### config.mk
export PLATFORM = sky130hd
export DESIGN_NAME = rom_ctrl
export DESIGN_NICKNAME = d
export VERILOG_FILES = /design/src/rtl/rom_pkg.sv /design/src/rtl/rom_ctrl.sv
export SDC_FILE = /design/constraint.sdc
export NUM_CORES = 1
export LEC_CHECK = 0
export CAP_MARGIN = 20
export CORE_MARGIN = 3
export CORE_UTILIZATION = 47
export CTS_CLUSTER_SIZE = 12
export DETAILED_ROUTE_END_ITERATION = 12
export PLACE_DENSITY = 0.88
export REMOVE_ABC_BUFFERS = 1
export SLEW_MARGIN = 20
export SYNTH_ARGS = -nofsm -noshare
export SYNTH_HDL_FRONTEND = slang
export SYNTH_SLANG_ARGS = --single-unit
### constraint.sdc
create_clock -name clock -period 4.9 [get_ports clock]
set_input_delay 0.735 -clock clock [delete_from_list [all_inputs] [get_ports clock]]
set_output_delay 0.735 -clock clock [all_outputs]
set_load 0.02 [all_outputs]
### src/rtl/rom_pkg.sv
// Shared definitions for the ROM/RAM array sequencer.
package rom_pkg;

    typedef enum logic {
        ST_LOAD = 1'b0,
        ST_RUN  = 1'b1
    } rom_state_e;

    localparam int unsigned BANK_KB      = 16;
    localparam int unsigned BANK_AW      = 14;
    localparam int unsigned READ_LATENCY = 3;

    // Width of a select field for n items, never less than one bit.
    function automatic int unsigned clog2_min1(input int unsigned n);
        return (n <= 1) ? 1 : $clog2(n);
    endfunction

endpackage

### src/rtl/rom_ctrl.sv
// Owns the single port of the image array: boot-time byte loading, then banked CPU reads
// arbitrated against optional run-time loader writes.
module rom_ctrl
    import rom_pkg::*;
#(
    parameter int unsigned KB        = 64,
    parameter bit          BOOT_LOAD = 1'b1,
    localparam int unsigned BANKS    = KB / BANK_KB,
    localparam int unsigned BW       = clog2_min1(BANKS),
    localparam int unsigned AW       = $clog2(KB * 1024)
) (
    input  logic           clock,
    input  logic           reset,
    input  logic           cpu_rd,
    input  logic [13:0]    cpu_a,
    input  logic [BW-1:0]  cpu_bank,
    output logic [7:0]     cpu_q,
    output logic           cpu_valid,
    output logic           cpu_hold,
    input  logic           ldr_req,
    input  logic [AW-1:0]  ldr_a,
    input  logic [7:0]     ldr_d,
    output logic           ldr_ack,
    input  logic           ldr_done,
    input  logic           wr_en,
    output logic [AW-1:0]  rom_a,
    output logic [7:0]     rom_d,
    output logic           rom_w,
    input  logic [7:0]     rom_q
);

    localparam logic [AW:0] LAST = (AW + 1)'(KB * 1024);

    rom_state_e    state_q, state_d;
    logic [AW:0]   count_q;
    logic          rd_v1_q, rd_v2_q;
    logic          run, rd_go, wr_ok, wr_go;
    logic [BW-1:0] bank_mod;
    logic [AW-1:0] rd_addr;

    assign run      = (state_q == ST_RUN);
    assign rd_go    = run && cpu_rd;
    assign wr_ok    = !run || wr_en;
    // A write in flight (rom_w) or an unfinished handshake (ldr_ack) blocks a new accept;
    // a same-cycle CPU read always takes the port first.
    assign wr_go    = wr_ok && ldr_req && !ldr_ack && !rom_w && !rd_go;
    assign bank_mod = BW'(32'(cpu_bank) % BANKS);
    assign rd_addr  = AW'({bank_mod, cpu_a});

    always_comb begin
        state_d = state_q;
        if (!run && (ldr_done || count_q == LAST)) begin
            state_d = ST_RUN;
        end
    end

    always_ff @(posedge clock) begin
        if (reset) begin
            state_q   <= BOOT_LOAD ? ST_LOAD : ST_RUN;
            count_q   <= '0;
            rd_v1_q   <= 1'b0;
            rd_v2_q   <= 1'b0;
            rom_a     <= '0;
            rom_d     <= '0;
            rom_w     <= 1'b0;
            ldr_ack   <= 1'b0;
            cpu_q     <= '0;
            cpu_valid <= 1'b0;
            cpu_hold  <= BOOT_LOAD;
        end else begin
            state_q  <= state_d;
            cpu_hold <= (state_d == ST_LOAD);

            rd_v1_q   <= rd_go;
            rd_v2_q   <= rd_v1_q;
            cpu_valid <= rd_v2_q;
            if (rd_v2_q) begin
                cpu_q <= rom_q;
            end

            rom_w <= wr_go;
            if (rd_go) begin
                rom_a <= rd_addr;
            end else if (wr_go) begin
                rom_a <= ldr_a;
                rom_d <= ldr_d;
            end

            if (rom_w) begin
                ldr_ack <= 1'b1;
            end else if (!ldr_req) begin
                ldr_ack <= 1'b0;
            end

            // Terminal count is seen one cycle after the last accept, in step with its ack.
            if (!run) begin
                if (count_q == LAST) begin
                    count_q <= '0;
                end else if (wr_go) begin
                    count_q <= count_q + 1'b1;
                end
            end
        end
    end

endmodule

==> impl_metrics.toml <==
[status]
outcome = "completed"

[synthesis]
ys_seq_elements = 56
syn_inst = 273
avgSynthCellArea_um2 = 8.81
synth_warnings = 0
ys_types = 38
seq_area_frac_synth_pct = 46.6
syn_area_um2 = 2400

[routing]
via_per_inst = 5.65
vias = 2371
wl_um = 6150
ant_nets = 0
wl_per_cell_um = 14.7
detailedRoute.firstPassIterationCount = 4
route.detailed.drc = 0
drtIter0Drc = 163

[cts]
cts.path.max_buffers = 2
clk_latency_ns = 0.32
clkSlewWorstSetupHoldPaths_ns = 0.11
clock-root-buffer = "clkbuf_8"
cts-resized-gates = 0
cts_hold_buf = 0
cts_max_level = 2
cts_made_buffers = 5
cts.sink_count = 56
cts_setup_buffers = 0
cts_tree = "built"

[global_routing]
grt_pass1_wl_um = 10300
grt_pass1_vias = 2220
grt_max_degree = 55
grtUsageTotal_pct = 20.9
antenna_found_initial = 0
grt_overflow_total = 0

[timing]
slew_headroom_pct = 28.3
fin_setup_tns_ns = 0
finClkSkew_ns = 0.00951
setup_viol = 0
max_clock_freq_mhz = 334
tightest_slew_ns = 1.07
maxSlewViolCount = 0
finalHoldViolations = 0
rsz0062_at_grt = "false"
min_period_ns = 3.00
fin_crit_sh_pct = 61.1

[worst_setup_path]
worst_path_max_delay_cell = "nor3b_4"
crit_buf_inv = 1
crit_fanout = 28
path_delay_family = "simple AND/OR/NAND/NOR gates"
cp-start-kind = "input pin"
cp.arrival_ns = 3.18
end_kind = "flop"
critical_path_class = "in2reg"
slowest_delay_ns = 0.89
crit_chain = "clkdlybuf4s50_1, nor3b_4, nand3_1, mux2i_1, nor2_1"
cp.required_ns = 5.08

[hold_path]
hp-class = "reg2reg"

[power]
p_leak_nw = 1.25
p_per_area_nw_per_um2 = 273
power.total_w = 0.000933
peakVddDrop_mv = 0.227

[run]
drv_cap = 0

[final_layout]
nets = 408
antenna_cells = 0
ff_latch_area_um2 = 1120
fillers = 385
fin_util_pct = 70.5
multiInputGateArea_um2 = 1190
drive_gt1_share_pct = 4.53
area_growth_pct = 42.1

[floorplanning]
num_rows = 25
die_h_um = 77.5
fp.dieW_um = 77.5
die-area_um2 = 6010
io_pins = 90
core_um2 = 4850
start_util_pct = 49.6

[place]
port_buffers = 89
dp_hpwl_um = 4350
place_congestion = 0.814
## kinds of logic (layout without fill, tap and decap cells)
| family | count (synthesis) | after routing | synth area share, % |
|---|---|---|---|
| AOI/OAI and AO/OA | 50 | 50 | 15.8 |
| muxes | 16 | 16 | 6.66 |
| DFF | 56 | 56 | 46.6 |
| and+or+nand+nor | 122 | 122 | 25.2 |
| adders and majority gates | 2 | 2 | 1.04 |
| buffers and inverters | 25 | 105 | 3.95 |
| xor gates and xnor gates | 2 | 2 | 0.729 |
## placed cells by master (no fill, tap or decap), types with 2 or more instances in the layout
master / instances
o21a_1: 2
a32o_1: 4
and4_1: 3
nor4b_1: 2
xnor2_1: 2
nor3_1: 5
dfxtp_1: 56
inv_6: 2
ha_1: 2
a311oi_1: 17
and3_1: 5
nor2_1: 38
a21o_1: 3
o21ai_0: 6
inv_1: 6
clkbuf_8: 5
nand3_1: 20
mux2i_1: 16
a21oi_1: 8
nor4_1: 3
or3_1: 6
clkdlybuf4s50_1: 88
nand2_1: 27
nor2b_1: 2
o31ai_1: 2
nand4_1: 7
## per-layer routing
| metal | GRT usage (%) | routed length (µm) | part of all wire, % | vias to the layer above |
|---|---|---|---|---|
| met5 | 0 | 0 | 0 | - |
| met4 | 6.94 | 115 | 1.9 | 0 |
| met3 | 6.15 | 448 | 7.3 | 12 |
| met2 | 32.5 | 2910 | 47 | 86 |
| met1 | 27.8 | 2680 | 44 | 1115 |
| li1 | - | - | - | 1158 |
## worst register-to-register path, delay by kind of cell, from the launching register on
kind          cells  cell delay (ns)
simple gates      3             1.64
flops             1             0.37
mux               1             0.33
## sequential cells by signal (all words and copies together) (netlist names), 8 cells and up
signal,cells
rom_d,8
count_q,17
rom_a,16
cpu_q,8
## per-stage QoR
stage / cells / worst slack [ns] / hold WS (ns) / cell area (µm²)
CTS: 419 / 1.93 / 0.454 / 3400
global placement: 411 / 1.68 / 0.420 / 3310
floorplan: 254 / 2.59 / 0.414 / 2330
detailed placement: 411 / 1.58 / 0.426 / 3310
global route: 420 / 1.75 / 0.487 / 3420
finish: 420 / 1.90 / 0.450 / 3420
## Yosys cell counts (all sizes together)
library cell | instances | area share [%]
a41oi | 1 | 0.36
or3 | 6 | 1.6
nor4 | 3 | 0.78
nor3 | 5 | 1.0
nor3b | 1 | 0.78
clkbuf | 16 | 2.5
a31oi | 1 | 0.26
xnor2 | 2 | 0.73
o221ai | 1 | 0.36
and3 | 5 | 1.3
a21oi | 8 | 1.7
nor2 | 38 | 5.9
mux2i | 16 | 6.7
nand2b | 1 | 0.26
o21ai | 6 | 1.2
o22ai | 1 | 0.26
nand2 | 27 | 4.2
dfxtp | 56 | 47
nand3 | 20 | 4.2
inv | 6 | 0.94
buf | 3 | 0.52
ha | 2 | 1.0
and4 | 3 | 1.1
a311oi | 17 | 6.2
or4bb | 1 | 0.52
nand4 | 8 | 2.3
nor2b | 2 | 0.52
o221a | 1 | 0.47
o21a | 2 | 0.62
nor4b | 2 | 0.73
o311ai | 1 | 0.36
a21o | 4 | 1.3
o41ai | 1 | 0.36
o31ai | 2 | 0.62
a32o | 4 | 1.7
## worst paths after layout
path | to | startpoint | slack [ns] | cells after the start
hold / removal | rd_v2_q | rd_v1_q | 0.45 | 1
hold reg to reg | rd_v2_q | rd_v1_q | 0.45 | 1
setup / recovery | rom_d[6] | ldr_req | 1.90 | 5
setup reg to reg | rom_d[6] | ldr_ack | 2.44 | 4
## where the power goes
part,internal [W],switching [W]
registers,0.000477,0.0000154
logic,0.0000931,0.0000847
clock network,0.000105,0.000159
## area by class of cell
cell class / instances / share of cell area, %
multi-input combinational: 192 / 34.8
sequential: 56 / 32.8
timing repair buffer: 91 / 26.6
tap: 67 / 2.45
clock buffer: 5 / 2.01
clock inverter: 3 / 0.732
inverter: 6 / 0.659
(Power assumes the default switching activity.)
